`src/rtl/seg_display_pkg.sv`:
```
// Shared constants and the 7-segment encoder for the six-digit display editor.
package seg_display_pkg;

    localparam int KEY_UP    = 0;
    localparam int KEY_DOWN  = 1;
    localparam int KEY_LEFT  = 2;
    localparam int KEY_RIGHT = 3;
    localparam int KEY_ENTER = 4;

    localparam logic [2:0] POINT_NONE = 3'd7;
    localparam logic [2:0] DIGIT_LAST = 3'd5;

    typedef enum logic [2:0] {
        EV_NONE  = 3'd0,
        EV_UP    = 3'd1,
        EV_DOWN  = 3'd2,
        EV_LEFT  = 3'd3,
        EV_RIGHT = 3'd4,
        EV_ENTER = 3'd5
    } key_event_e;

    // Active-low {dp,g,f,e,d,c,b,a} pattern, dp off; non-BCD input blanks the digit.
    function automatic logic [7:0] seg_code(input logic [3:0] d);
        case (d)
            4'd0:    seg_code = 8'hC0;
            4'd1:    seg_code = 8'hF9;
            4'd2:    seg_code = 8'hA4;
            4'd3:    seg_code = 8'hB0;
            4'd4:    seg_code = 8'h99;
            4'd5:    seg_code = 8'h92;
            4'd6:    seg_code = 8'h82;
            4'd7:    seg_code = 8'hF8;
            4'd8:    seg_code = 8'h80;
            4'd9:    seg_code = 8'h90;
            default: seg_code = 8'hFF;
        endcase
    endfunction

endpackage

```
`src/rtl/seg_tick_gen.sv`:
```
// Divides the system clock into a 1 ms clock-enable pulse and keeps the
// free-running millisecond and 10 ms time counters.
module seg_tick_gen #(
    parameter int MS_DIV = 50000
) (
    input  logic        clk,
    input  logic        rst_n,
    output logic        ms_tick_o,
    output logic [31:0] time_ms_o,
    output logic [31:0] time_10ms_o
);

    localparam int DW = (MS_DIV > 1) ? $clog2(MS_DIV) : 1;
    localparam logic [DW-1:0] DIV_LAST = DW'(MS_DIV - 1);

    logic [DW-1:0] div_q;
    logic [3:0]    dec_q;
    logic          ms_tick_q;
    logic [31:0]   time_ms_q;
    logic [31:0]   time_10ms_q;

    // Clock divider, decade prescaler and time counters.
    always_ff @(posedge clk or negedge rst_n) begin
        if (!rst_n) begin
            div_q       <= '0;
            dec_q       <= 4'd0;
            ms_tick_q   <= 1'b0;
            time_ms_q   <= 32'd0;
            time_10ms_q <= 32'd0;
        end else begin
            ms_tick_q <= 1'b0;
            if (div_q == DIV_LAST) begin
                div_q     <= '0;
                ms_tick_q <= 1'b1;
                time_ms_q <= time_ms_q + 32'd1;
                if (dec_q == 4'd9) begin
                    dec_q       <= 4'd0;
                    time_10ms_q <= time_10ms_q + 32'd1;
                end else begin
                    dec_q <= dec_q + 4'd1;
                end
            end else begin
                div_q <= div_q + DW'(1);
            end
        end
    end

    assign ms_tick_o   = ms_tick_q;
    assign time_ms_o   = time_ms_q;
    assign time_10ms_o = time_10ms_q;

endmodule

```
`src/rtl/seg_display_editor.sv`:
```
// Six-digit BCD editor with cursor blink, decimal point, key-click beep and
// multiplexed active-low 7-segment drive.
module seg_display_editor
    import seg_display_pkg::*;
#(
    parameter int MS_DIV   = 50000,
    parameter int BLINK_MS = 250,
    parameter int BEEP_MS  = 50
) (
    input  logic        clk,
    input  logic        rst_n,
    input  logic [9:0]  key_state,
    output logic [7:0]  DIG,
    output logic [5:0]  SEL,
    output logic        beep,
    output logic [31:0] system_time_ms,
    output logic [31:0] system_time_10ms,
    output logic [23:0] value_bcd,
    output logic [2:0]  cursor_pos,
    output logic [2:0]  point_pos
);

    localparam int BW = $clog2(BEEP_MS + 1);
    localparam int LW = $clog2(BLINK_MS + 1);
    localparam logic [BW-1:0] BEEP_LOAD  = BW'(BEEP_MS);
    localparam logic [LW-1:0] BLINK_LAST = LW'(BLINK_MS - 1);

    logic          ms_tick_s;
    key_event_e    ev_s;
    logic          ev_any_s;
    logic [3:0]    cur_digit_s;
    logic [3:0]    scan_digit_s;
    logic          unused_keys_s;

    logic [23:0]   value_q,     value_d;
    logic [2:0]    cursor_q,    cursor_d;
    logic [2:0]    point_q,     point_d;
    logic [BW-1:0] beep_cnt_q,  beep_cnt_d;
    logic          beep_q;
    logic [LW-1:0] blink_cnt_q, blink_cnt_d;
    logic          hidden_q,    hidden_d;
    logic [2:0]    scan_q,      scan_d;
    logic [7:0]    dig_q,       dig_d;
    logic [5:0]    sel_q,       sel_d;

    assign unused_keys_s = ^key_state[9:5];

    seg_tick_gen #(.MS_DIV(MS_DIV)) u_tick (
        .clk         (clk),
        .rst_n       (rst_n),
        .ms_tick_o   (ms_tick_s),
        .time_ms_o   (system_time_ms),
        .time_10ms_o (system_time_10ms)
    );

    // Pick the single highest-priority key pulse of this cycle.
    always_comb begin
        ev_s = EV_NONE;
        if (key_state[KEY_UP]) begin
            ev_s = EV_UP;
        end else if (key_state[KEY_DOWN]) begin
            ev_s = EV_DOWN;
        end else if (key_state[KEY_LEFT]) begin
            ev_s = EV_LEFT;
        end else if (key_state[KEY_RIGHT]) begin
            ev_s = EV_RIGHT;
        end else if (key_state[KEY_ENTER]) begin
            ev_s = EV_ENTER;
        end else begin
            ev_s = EV_NONE;
        end
    end

    assign ev_any_s    = (ev_s != EV_NONE);
    assign cur_digit_s = value_q[{cursor_q, 2'b00} +: 4];

    // Editing datapath: digits wrap individually, cursor wraps over six digits.
    always_comb begin
        value_d  = value_q;
        cursor_d = cursor_q;
        point_d  = point_q;
        case (ev_s)
            EV_UP:    value_d[{cursor_q, 2'b00} +: 4] = (cur_digit_s == 4'd9) ? 4'd0 : cur_digit_s + 4'd1;
            EV_DOWN:  value_d[{cursor_q, 2'b00} +: 4] = (cur_digit_s == 4'd0) ? 4'd9 : cur_digit_s - 4'd1;
            EV_LEFT:  cursor_d = (cursor_q == DIGIT_LAST) ? 3'd0 : cursor_q + 3'd1;
            EV_RIGHT: cursor_d = (cursor_q == 3'd0) ? DIGIT_LAST : cursor_q - 3'd1;
            EV_ENTER: point_d  = (point_q == cursor_q) ? POINT_NONE : cursor_q;
            default:  value_d  = value_q;
        endcase
    end

    // Beep and blink timers; any accepted key restarts both.
    always_comb begin
        beep_cnt_d  = beep_cnt_q;
        blink_cnt_d = blink_cnt_q;
        hidden_d    = hidden_q;
        if (ev_any_s) begin
            beep_cnt_d  = BEEP_LOAD;
            blink_cnt_d = '0;
            hidden_d    = 1'b0;
        end else if (ms_tick_s) begin
            beep_cnt_d = (beep_cnt_q != '0) ? beep_cnt_q - BW'(1) : beep_cnt_q;
            if (blink_cnt_q == BLINK_LAST) begin
                blink_cnt_d = '0;
                hidden_d    = ~hidden_q;
            end else begin
                blink_cnt_d = blink_cnt_q + LW'(1);
            end
        end else begin
            beep_cnt_d = beep_cnt_q;
        end
    end

    // Scan mux, built from next-state so DIG/SEL land on the same edge as the state.
    always_comb begin
        scan_d = scan_q;
        if (ms_tick_s) begin
            scan_d = (scan_q == DIGIT_LAST) ? 3'd0 : scan_q + 3'd1;
        end else begin
            scan_d = scan_q;
        end
        sel_d        = ~(6'b000001 << scan_d);
        scan_digit_s = value_d[{scan_d, 2'b00} +: 4];
        if ((scan_d == cursor_d) && hidden_d) begin
            dig_d = 8'hFF;
        end else begin
            dig_d = seg_code(scan_digit_s);
        end
        if (scan_d == point_d) begin
            dig_d[7] = 1'b0;
        end else begin
            dig_d[7] = dig_d[7];
        end
    end

    // State and registered outputs.
    always_ff @(posedge clk or negedge rst_n) begin
        if (!rst_n) begin
            value_q     <= 24'd0;
            cursor_q    <= 3'd0;
            point_q     <= POINT_NONE;
            beep_cnt_q  <= '0;
            beep_q      <= 1'b0;
            blink_cnt_q <= '0;
            hidden_q    <= 1'b0;
            scan_q      <= 3'd0;
            dig_q       <= 8'hC0;
            sel_q       <= 6'b111110;
        end else begin
            value_q     <= value_d;
            cursor_q    <= cursor_d;
            point_q     <= point_d;
            beep_cnt_q  <= beep_cnt_d;
            beep_q      <= (beep_cnt_d != '0);
            blink_cnt_q <= blink_cnt_d;
            hidden_q    <= hidden_d;
            scan_q      <= scan_d;
            dig_q       <= dig_d;
            sel_q       <= sel_d;
        end
    end

    assign DIG        = dig_q;
    assign SEL        = sel_q;
    assign beep       = beep_q;
    assign value_bcd  = value_q;
    assign cursor_pos = cursor_q;
    assign point_pos  = point_q;

endmodule

```
`config.mk`:
```
export PLATFORM = sky130hd
export DESIGN_NAME = seg_display_editor
export DESIGN_NICKNAME = d
export VERILOG_FILES = /design/src/rtl/seg_display_pkg.sv /design/src/rtl/seg_tick_gen.sv /design/src/rtl/seg_display_editor.sv
export SDC_FILE = /design/constraint.sdc
export NUM_CORES = 1
export LEC_CHECK = 0
export CAP_MARGIN = 0
export CORE_MARGIN = 3
export CORE_UTILIZATION = 60
export CTS_BUF_LIST = sky130_fd_sc_hd__clkbuf_4 sky130_fd_sc_hd__clkbuf_8
export CTS_CLUSTER_DIAMETER = 150
export DETAILED_ROUTE_END_ITERATION = 8
export PLACE_DENSITY = 0.87
export SYNTH_ARGS = -nofsm -noshare
export SYNTH_HDL_FRONTEND = slang
export SYNTH_SLANG_ARGS = --single-unit
```
`constraint.sdc`:
```
create_clock -name clk -period 10.5 [get_ports clk]
set_input_delay 2.1 -clock clk [delete_from_list [all_inputs] [get_ports clk]]
set_output_delay 2.1 -clock clk [all_outputs]
set_load 0.01 [all_outputs]
```
==> key figures, run 1 <==
Logic synthesis
  • Main synth FF type: dfrtp_1
  • Synth warn: 0
  • Flops & latches, synth: 148
  • Register area share after synthesis: 46.0%
  • Post-synthesis simple-gate area fraction: a little under a quarter
  • Mux cell area share after synthesis: 2.54%
  • Post-synth EDFFs: 0
  • Main combinational cell family by area after synthesis: simple AND/OR/NAND/NOR gates
  • Post-Syn Area: around 8100 um^2
  • Post-Syn Nets: 856
  • Syn_area_per_cell: 9.82 um^2
  • Xor and xnor fraction of the mapped netlist area: a little under a tenth
  • Area leader, netlist: dfrtp_1
  • Post-Syn Instances: 822
  • Synth area leaders: dfrtp_1 43%, xnor2_1 6.5%, nand2_1 4.7%
  • Adder-Cell Fraction of Synth Area: 3.41%
  • Compound-Gate Fraction of Synth Area: 12.7%
  • Async S/R FF share, synth: 100%
  • Cell variety after synth: 88
  • Top cell type's share of synthesized area: 42.8%

Critical path
  • Worst path required time: 10.82 ns
  • Top delay family on crit path: compound AO/OA/AOI/OAI gates
  • Critical path cell sequence: clkdlybuf4s50_1 -> or2_1 -> nor3b_2 -> a22oi_1 -> a31o_1 -> and3_1 -> o2111ai_1 -> nand3_1 -> a211oi_4 -> a211oi_1
  • Endpoint type of the worst setup path: register
  • CP Class: in -> reg
  • Buf+Inv Stages, Crit Path: 1
  • Critical path launch point type: primary input
  • Slowest cell on crit path: o2111ai_1
  • CP Max Fanout: 14
  • Worst Path Arrival: 5.91 ns
  • Worst path max stage delay: roughly 0.74 ns

Clock tree
  • CTS Sinks: 148
  • CTS Buffer Depth: 2
  • Setup bufs post-CTS: 0
  • Clk slew on worst S/H paths: roughly 0.080 ns
  • CTS tree: built
  • Cts hold-fix bufs: 0
  • Worst-Skew Late Latency: around 0.47 ns
  • H-tree Lvls: 4
  • Root buffer cell: clkbuf_8
  • Post-cts sizing count: 0
  • TritonCTS Buffers: 17

Final layout
  • Finished Core Util: about 76%
  • Fraction of layout cells with a size suffix above 1: 8.32%
  • Commonest non-fill, non-tap cell in the layout: dfrtp_1
  • Fill cells: 889
  • Area Overhead vs Synth: 21.7%
  • Most frequent cells in the layout: 138 x dfrtp_1, 114 x clkdlybuf4s50_1, 101 x nand2_1, 60 x xnor2_1, 54 x nor2_1
  • Register area: 3720 um^2
  • Final net count: 971
  • Multi-input gate area: 4140 um^2
  • # diodes: 0

Detailed routing
  • DR top layer: met4
  • Met2 wire len: 10000 um
  • Met3 WL post-DR: 1780 um
  • Drt drc: 0
  • Iteration-0 DRC Markers: 682
  • Avg Vias per Cell: 6.18
  • Routed met1 length: ~9400 um
  • Vias post-DR: 6938
  • Number of detailed-route iterations in the first pass: 5
  • WL final: between 20000 and 25000 um
  • Drt wl/cell: roughly 19 um
  • Post-route ant nets: 0

Power
  • Total power: just over 2 mW
  • Power per cell area: ~210 nW/um^2
  • Worst vdd ir: 0.166 mV
  • P_leak: 4.15 nW

Run
  • Max_cap viols: 0

Global route
  • GRT Resource Usage Total: 29.8%
  • Vias in the first global route: approximately 6600
  • Largest net degree at the start of global routing: between 80 and 90
  • Overflow after GRT: 0
  • Initial antenna violation count: 0
  • First-pass GRT wire length: 34700 um

Die
  • Die footprint: around 15000 um^2
  • # rows: 41
  • Core Region: 12900 um^2
  • Die W: 122 um
  • Initial Util: 62.7%
  • I/O pin cnt: between 100 and 150
  • DIE HEIGHT: 122 um

STA
  • Max_slew headroom: 18.8%
  • RSZ-0062 raised after global routing: no
  • Final hold vios: 0
  • Setup violators final: 0
  • Crit path time final: approximately 5.6 ns
  • Final clock skew: approximately 0.012 ns
  • Final WS setup: 4.92 ns
  • Fmax achieved: 179 MHz
  • Final Max Slew Viols: 0
  • Worst-Margin Slew: around 1.2 ns
  • Setup Total Neg Slack: 0 ns
  • Fin crit share: a little over half

Outcome
  • Status: finished clean

Placement
  • Pre-CTS setup slack: 4.59 ns
  • Hpwl dp: 15400 um
  • IO buf count: 115
  • Final GP Congestion: 1.03

Worst hold path
  • Worst min path class: reg -> reg
## worst reg2reg max path, stage by stage (launching register included)
cell	delay [ns]
dfrtp_1	0.64
buf_4	0.39
inv_1	0.16
ha_1	0.25
ha_1	0.52
nor3b_1	0.61
nand3_1	0.29
nand2_1	0.14
o21ai_0	0.13
a2111oi_2	0.32
nor3b_2	0.46
inv_1	0.19
ha_1	0.24
or2b_1	0.21
nor4_1	0.26
a311oi_1	0.10
## power breakdown
part	internal [mW]	switching (mW)	total, mW
Combinational	0.335	0.504	0.839
Clock	0.292	0.221	0.513
Sequential	0.637	0.0803	0.717
Total	1.26	0.805	2.07
## metrics by stage
stage | hold slack (ns) | cells | instance area, um^2
after detailed placement | 0.456 | 1090 | 9360
after CTS | 0.472 | 1122 | 9830
after global placement | 0.451 | 1090 | 9360
after global routing | 0.490 | 1122 | 9830
final | 0.467 | 1122 | 9830
after floorplan | 0.433 | 822 | 8070
## path summary, 6_finish.rpt
| path | from | to | slack, ns | cells past startpoint |
|---|---|---|---|---|
| worst max-delay path | key_state[0] | DIG[0] | 4.92 | 10 |
| worst min-delay path | u_tick.time_ms_o[31] | u_tick.time_ms_o[31] | 0.47 | 1 |
| worst max register to register | cursor_pos[0] | DIG[6] | 5.45 | 15 |
| worst min register to register | u_tick.time_ms_o[31] | u_tick.time_ms_o[31] | 0.47 | 1 |
| max in group asynchronous | rst_n | blink_cnt_q[5] | 7.55 | 2 |
| min in group asynchronous | rst_n | value_bcd[22] | 1.66 | 1 |
## cell type report
type                    count  share of cell area [%]
well taps                 172                    2.19
inverters                  29                    1.11
clock inverters            10                    1.71
flip-flops and latches    148                    37.8
clock buffers              22                    3.08
multi-input cells         622                    42.1
repair buffers            119                    12.0
## sequential cells by signal (all words and copies together), names as in the netlist
name	flops
u_tick.dec_q	4
scan_q	3
beep_cnt_q	6
cursor_pos	3
point_pos	3
value_bcd	24
hidden_q	1
u_tick.ms_tick_o	1
u_tick.time_10ms_o	32
DIG	8
beep	1
SEL	6
u_tick.time_ms_o	32
u_tick.div_q	16
blink_cnt_q	8
## cells by family after synthesis
| kind of cell | after synthesis |
|---|---|
| and+or+nand+nor | 350 |
| AOI/OAI and AO/OA | 144 |
| adders and majority gates | 22 |
| muxes | 19 |
| DFF | 148 |
| buffers and inverters | 52 |
| xor gates and xnor gates | 87 |
## routing by layer
layer | track usage, % | vias to the layer above
met5 | 0 | -
met3 | 8.82 | 41
met2 | 45.2 | 288
met4 | 9.31 | 0
met1 | 41.6 | 3421
li1 | - | 3188
## Yosys cell counts, types with 14 or more instances
library cell  instances
dfrtp_1             138
nor3_1               19
a21oi_1              25
xnor2_1              60
ha_1                 22
nand4_1              18
inv_1                29
and3_1               14
nor2_1               54
and2_1               18
xor2_1               27
nand2_1             101
o21ai_0              32
nand3_1              38
Note: power is estimated with default switching activity, not from simulation.
==> run 2: changes to the inputs <==
--- a/config.mk
+++ b/config.mk
@@ -7,11 +7,11 @@
 export LEC_CHECK = 0
 export CAP_MARGIN = 0
 export CORE_MARGIN = 3
-export CORE_UTILIZATION = 60
+export CORE_UTILIZATION = 51
 export CTS_BUF_LIST = sky130_fd_sc_hd__clkbuf_4 sky130_fd_sc_hd__clkbuf_8
 export CTS_CLUSTER_DIAMETER = 150
 export DETAILED_ROUTE_END_ITERATION = 8
-export PLACE_DENSITY = 0.87
+export PLACE_DENSITY = 0.79
 export SYNTH_ARGS = -nofsm -noshare
 export SYNTH_HDL_FRONTEND = slang
 export SYNTH_SLANG_ARGS = --single-unit
==> constraint.sdc (replaced) <==
create_clock -name clk -period 4.6 [get_ports clk]
set_input_delay 0.92 -clock clk [delete_from_list [all_inputs] [get_ports clk]]
set_output_delay 0.92 -clock clk [all_outputs]
set_load 0.01 [all_outputs]
==> run 2 against run 1 <==
Count of clock-buffer cells in the layout down 5. Flip-flop and latch count unchanged. Worst setup slack got worse by 4.5 ns. Critical path type is now reg -> reg. Largest cell class unchanged. Final area rose by 2.0%. Clock power up 100%. Critical path depth rose by 5. Clock skew about the same. Global-route usage fell by 5.1 points. Largest power group unchanged. Sequential share of layout area decreased by 0.72 points. Combinational power up 140%.
==> key figures, run 2 (synthesized netlist as in run 1, its figures left out) <==
Outcome
  • Status: finished clean

Clock tree
  • Worst-Skew Late Latency: 0.46 ns
  • Clk slew on worst S/H paths: 0.09 ns
  • TritonCTS Buffers: 17
  • H-tree Lvls: 4
  • Cts hold-fix bufs: 0
  • CTS Sinks: ~150
  • Root buffer cell: clkbuf_8
  • CTS Buffer Depth: 2
  • CTS tree: built

Critical path
  • Buf+Inv Stages, Crit Path: 2
  • Critical path cell sequence: or2_1 -> o22ai_1 -> a21oi_1 -> ha_1 -> inv_1 -> a21oi_1 -> and3_1 -> nor2_1 -> a221oi_1 -> a22oi_1 -> o221ai_1 -> inv_1 -> ha_1 -> and3_1 -> a211oi_1
  • Top delay family on crit path: compound AO/OA/AOI/OAI gates
  • Worst path required time: 4.95 ns
  • Slowest cell on crit path: dfrtp_1
  • CP Max Fanout: 10
  • Endpoint type of the worst setup path: register
  • Critical path launch point type: register
  • Worst path max stage delay: 0.55 ns
  • Worst Path Arrival: roughly 4.5 ns
  • CP Class: reg -> reg

Power
  • Int Pwr: 2.80 mW
  • Total power: between 4 and 5 mW
  • Gate power share: 43.4%
  • Power per cell area: 468 nW/um^2
  • Net Sw Frac: about 40%
  • Switching power of the nets: 1.89 mW
  • Sequential Power Share: about 35%
  • Worst vdd ir: 0.370 mV
  • Clock power frac: 22.2%
  • P_leak: 4.25 nW

STA
  • Final Max Slew Viols: 0
  • Final hold vios: 0
  • Setup Total Neg Slack: 0 ns
  • Crit path time final: 4.15 ns
  • Setup violators final: 0
  • Final clock skew: ~0.012 ns
  • Fmax achieved: 241 MHz
  • Worst-Margin Slew: 0.749 ns
  • Max_slew headroom: 49.6%
  • RSZ-0062 raised after global routing: no
  • Fin crit share: 90.1%

Detailed routing
  • Drt drc: 0
  • Post-route ant nets: 0
  • WL final: roughly 21000 um
  • Iteration-0 DRC Markers: approximately 670
  • Avg Vias per Cell: 5.87
  • Number of detailed-route iterations in the first pass: 6
  • Drt wl/cell: 17.9 um
  • Vias post-DR: 6977

Placement
  • Hpwl dp: 15700 um
  • Final GP Congestion: 0.980
  • IO buf count: 115

Final layout
  • Fraction of layout cells with a size suffix above 1: 11.0%
  • # diodes: 0
  • Most frequent cells in the layout: 137 x dfrtp_1, 114 x clkdlybuf4s50_1, 101 x nand2_1, 60 x xnor2_1, 54 x nor2_1
  • Final net count: 999
  • Area Overhead vs Synth: 24.1%
  • Commonest non-fill, non-tap cell in the layout: dfrtp_1
  • Finished Core Util: about 65%

Global route
  • Vias in the first global route: just under 7000
  • GRT Resource Usage Total: 24.8%
  • Initial antenna violation count: 0
  • Overflow after GRT: 0
  • First-pass GRT wire length: 34900 um
  • Largest net degree at the start of global routing: 56

Run
  • Max_cap viols: 0

Die
  • Initial Util: 52.5%
  • DIE HEIGHT: between 100 and 150 um
  • Core Region: 15400 um^2
  • Die W: 132 um
  • Die footprint: roughly 17000 um^2
  • I/O pin cnt: 121
  • # rows: 45

Worst hold path
  • Worst min path class: in -> async
==> run 2: worst paths after layout <==
kind	slack (ns)	startpoint	depth (start not counted)	endpoint
setup / recovery	0.45	cursor_pos[1]	15	DIG[3]
hold / removal	0.39	rst_n	1	u_tick.time_ms_o[29]
setup reg to reg	0.45	cursor_pos[1]	15	DIG[3]
hold reg to reg	0.47	u_tick.div_q[0]	1	u_tick.div_q[0]
max in group asynchronous	3.16	rst_n	2	u_tick.time_ms_o[0]
min in group clk	0.47	u_tick.div_q[0]	1	u_tick.div_q[0]
==> run 2: power groups by stage <==
stage	registers [mW]	clock network [mW]	logic [mW]
after global routing	1.63	1.11	2.22
after global placement	1.63	0	1.99
after detailed placement	1.64	0	1.98
after CTS	1.61	1.06	2.00
after floorplan	1.65	0	1.19
final	1.62	1.04	2.04
==> run 2: timing repair <==
action | in CTS | in global routing
resized for setup | 0 | 1
setup endpoints to repair | 0 | 1
buffers inserted | 0 | 0
endpoints found under the hold margin | 0 | 0
==> run 2: through the flow <==
step	area [um^2]	cells	worst slack (ns)	hold WS, ns
4_1_cts	10000	1189	0.431	0.399
6_report	10000	1189	0.454	0.392
2_1_floorplan	8070	822	0.270	0.433
3_3_place_gp	9620	1157	0.442	0.451
5_1_grt	10000	1189	0.0778	0.411
3_5_place_dp	9620	1157	0.446	0.460
==> run 2: cell type report <==
type	instances	area (um^2)
timing repair buffer	147	1390
fill	1242	5350
inverter	29	109
sequential	148	3720
clock inverter	15	171
clock buffer	17	234
multi-input combinational	622	4140
tap	211	264
==> run 2: layer usage <==
layer | vias up | routed length (um) | global-route usage (%) | part of all wire [%]
li1 | 3239 | - | - | -
met1 | 3440 | 9580 | 34.6 | 45
met2 | 256 | 9740 | 38.0 | 46
met3 | 42 | 1490 | 5.65 | 7.0
met4 | 0 | 476 | 9.22 | 2.2
met5 | - | 0 | 0 | 0
==> run 3: changes to the inputs <==
--- a/config.mk
+++ b/config.mk
@@ -11,7 +11,7 @@
 export CTS_BUF_LIST = sky130_fd_sc_hd__clkbuf_4 sky130_fd_sc_hd__clkbuf_8
 export CTS_CLUSTER_DIAMETER = 150
 export DETAILED_ROUTE_END_ITERATION = 8
-export PLACE_DENSITY = 0.79
+export PLACE_DENSITY = 0.89
 export SYNTH_ARGS = -nofsm -noshare
 export SYNTH_HDL_FRONTEND = slang
 export SYNTH_SLANG_ARGS = --single-unit
==> run 3 against run 2 <==
Die area did not move. Sequential share of layout area fell by 0.091 points. Routed wire length increased by 2.0%. Flip-flop and latch count stayed put. Total power up 2.7%. Final area rose by 0.21%. Worst setup slack got worse by 0.12 ns. First-iteration DRC count rose by 16%. Global-route usage grew 0.17 points. Count of clock-buffer cells in the layout increased by 2. Utilization rose by 0.14 points.
==> key figures, run 3 (synthesized netlist as in run 1, its figures left out) <==
Outcome
  • Status: finished clean

Global route
  • Overflow after GRT: 0
  • Largest net degree at the start of global routing: 77
  • First-pass GRT wire length: 35100 um
  • Initial antenna violation count: 0
  • Vias in the first global route: just under 7000
  • GRT Resource Usage Total: around a quarter

Die
  • Die W: 132 um
  • Core Region: 15400 um^2
  • Initial Util: 52.5%
  • DIE HEIGHT: 132 um
  • # rows: 45
  • Die footprint: 17400 um^2
  • I/O pin cnt: 121

Clock tree
  • CTS tree: built
  • TritonCTS Buffers: 17
  • CTS Sinks: 148
  • Setup bufs post-CTS: 0
  • Worst-Skew Late Latency: approximately 0.45 ns
  • Clk slew on worst S/H paths: 0.09 ns
  • H-tree Lvls: 4
  • Root buffer cell: clkbuf_8
  • CTS Buffer Depth: 2

Run
  • Max_cap viols: 0

Critical path
  • CP Class: reg -> reg
  • Critical path cell sequence: buf_4 -> mux2i_1 -> nor2_1 -> nor3_4 -> ha_1 -> inv_1 -> a21oi_1 -> buf_4 -> and3_1 -> nor2_1 -> a221oi_1 -> a22oi_1 -> o221ai_1 -> inv_1 -> ha_1 -> and3_1 -> a211oi_1
  • R2r worst-path depth: 17
  • Worst reg2reg path startpoint: cursor_pos[0]
  • Worst Path Arrival: ~4.6 ns
  • Worst r2r dst: DIG[3]
  • Reg2reg setup slack: 0.33 ns
  • Worst path required time: 4.94 ns
  • Critical path origin: cursor_pos[0]
  • CP Max Fanout: 12
  • CP endpoint: DIG[3]
  • Critical path launch point type: register
  • Endpoint type of the worst setup path: register
  • Slowest cell on crit path: dfrtp_1
  • Worst path max stage delay: 0.52 ns

Final layout
  • Most frequent cells in the layout: 138 x dfrtp_1, 114 x clkdlybuf4s50_1, 101 x nand2_1, 60 x xnor2_1, 54 x nor2_1
  • Final net count: around 1000
  • Design Area, Final: 10000 um^2
  • Register area: 3720 um^2
  • # diodes: 0
  • Fill cells: 1154
  • Commonest non-fill, non-tap cell in the layout: dfrtp_1
  • Area Overhead vs Synth: 24.4%
  • Fraction of layout cells with a size suffix above 1: 10.8%
  • Multi-input gate area: 4160 um^2
  • Final Non-Filler Cells: 1185

STA
  • Worst-Margin Slew: between 0.8 and 0.9 ns
  • Setup violators final: 0
  • Final WS setup: between 0.3 and 0.4 ns
  • Final clock skew: 0.0142 ns
  • Crit path time final: between 4 and 5 ns
  • Fin crit share: ~93%
  • Max_slew headroom: 46.1%
  • Setup Total Neg Slack: 0 ns
  • Fmax achieved: 234 MHz
  • Hold WS: about 0.47 ns
  • RSZ-0062 raised after global routing: no
  • Final Max Slew Viols: 0
  • Final hold vios: 0

Placement
  • Final GP Congestion: 1.04
  • IO buf count: 115
  • Placed Instance Area: between 9000 and 10000 um^2
  • Placed Cells incl. Taps: around 1200
  • Hpwl dp: 16000 um
  • Pre-CTS setup slack: between 0.4 and 0.5 ns

Detailed routing
  • Iteration-0 DRC Markers: 772
  • Drt drc: 0
  • WL final: about 22000 um
  • Avg Vias per Cell: 5.89
  • Post-route ant nets: 0
  • Drt wl/cell: around 18 um
  • Vias post-DR: 6980
  • Number of detailed-route iterations in the first pass: 8

Power
  • Int Pwr: between 2 and 3 mW
  • Net Sw Frac: 39.1%
  • Clock power frac: between 20% and 30%
  • P_leak: 4.27 nW
  • Worst vdd ir: ~0.37 mV
  • Switching power of the nets: approximately 1.9 mW
  • Gate power share: 43.3%
  • Sequential Power Share: 33.6%
  • Power per cell area: 480 nW/um^2

Worst hold path
  • Worst min path class: in -> async
[run 3: layout make-up]
type	count	share of cell area (%)
clock inverter	13	1.82
timing repair buffer	143	13.6
inverter	29	1.08
clock buffer	19	2.54
tap	211	2.63
sequential	148	37.0
multi-input combinational	622	41.4
[run 3: how the worst min path moves through the flow]
stage / end / depth (start not counted)
3_5_place_dp: u_tick.time_ms_o[31] / 1
3_3_place_gp: u_tick.div_q[0] / 1
6_report: u_tick.time_ms_o[23] / 1
2_1_floorplan: u_tick.div_q[0] / 1
5_1_grt: u_tick.div_q[0] / 1
4_1_cts: u_tick.div_q[0] / 1
[run 3: metal layers]
| metal | wire, um | track usage (%) |
|---|---|---|
| met5 | 0 | 0 |
| met4 | 855 | 11.3 |
| met3 | 1800 | 5.95 |
| met2 | 9800 | 38.3 |
| met1 | 9260 | 33.8 |
[run 3: through the flow]
step	utilization (%)	power [mW]
after global placement	62.4	3.62
after detailed placement	62.4	3.62
final	65.3	4.82
after CTS	65.2	4.76
after global routing	65.3	5.05
after floorplan	-	2.83
[run 3: timing repair]
| action | 4_1_cts | 5_1_grt |
|---|---|---|
| resized for setup | 0 | 3 |
| hold buffers | 0 | 0 |
| endpoints found under the setup margin | 0 | 1 |
[run 3: power groups by stage]
stage	Combinational (mW)	Clock (mW)	Sequential [mW]
floorplan	1.19	0	1.65
global placement	1.98	0	1.64
detailed placement	1.99	0	1.63
CTS	2.01	1.13	1.62
global route	2.24	1.18	1.63
finish	2.09	1.11	1.62
[run 3: critical path: cells and delay by family, from the launching register on]
kind                       cells  cell delay [ns]
AOI/OAI and AO/OA              5             1.23
adders and majority gates      2             0.59
buffers and inverters          4             0.74
DFF                            1             0.52
muxes                          1             0.21
and+or+nand+nor                5             0.87
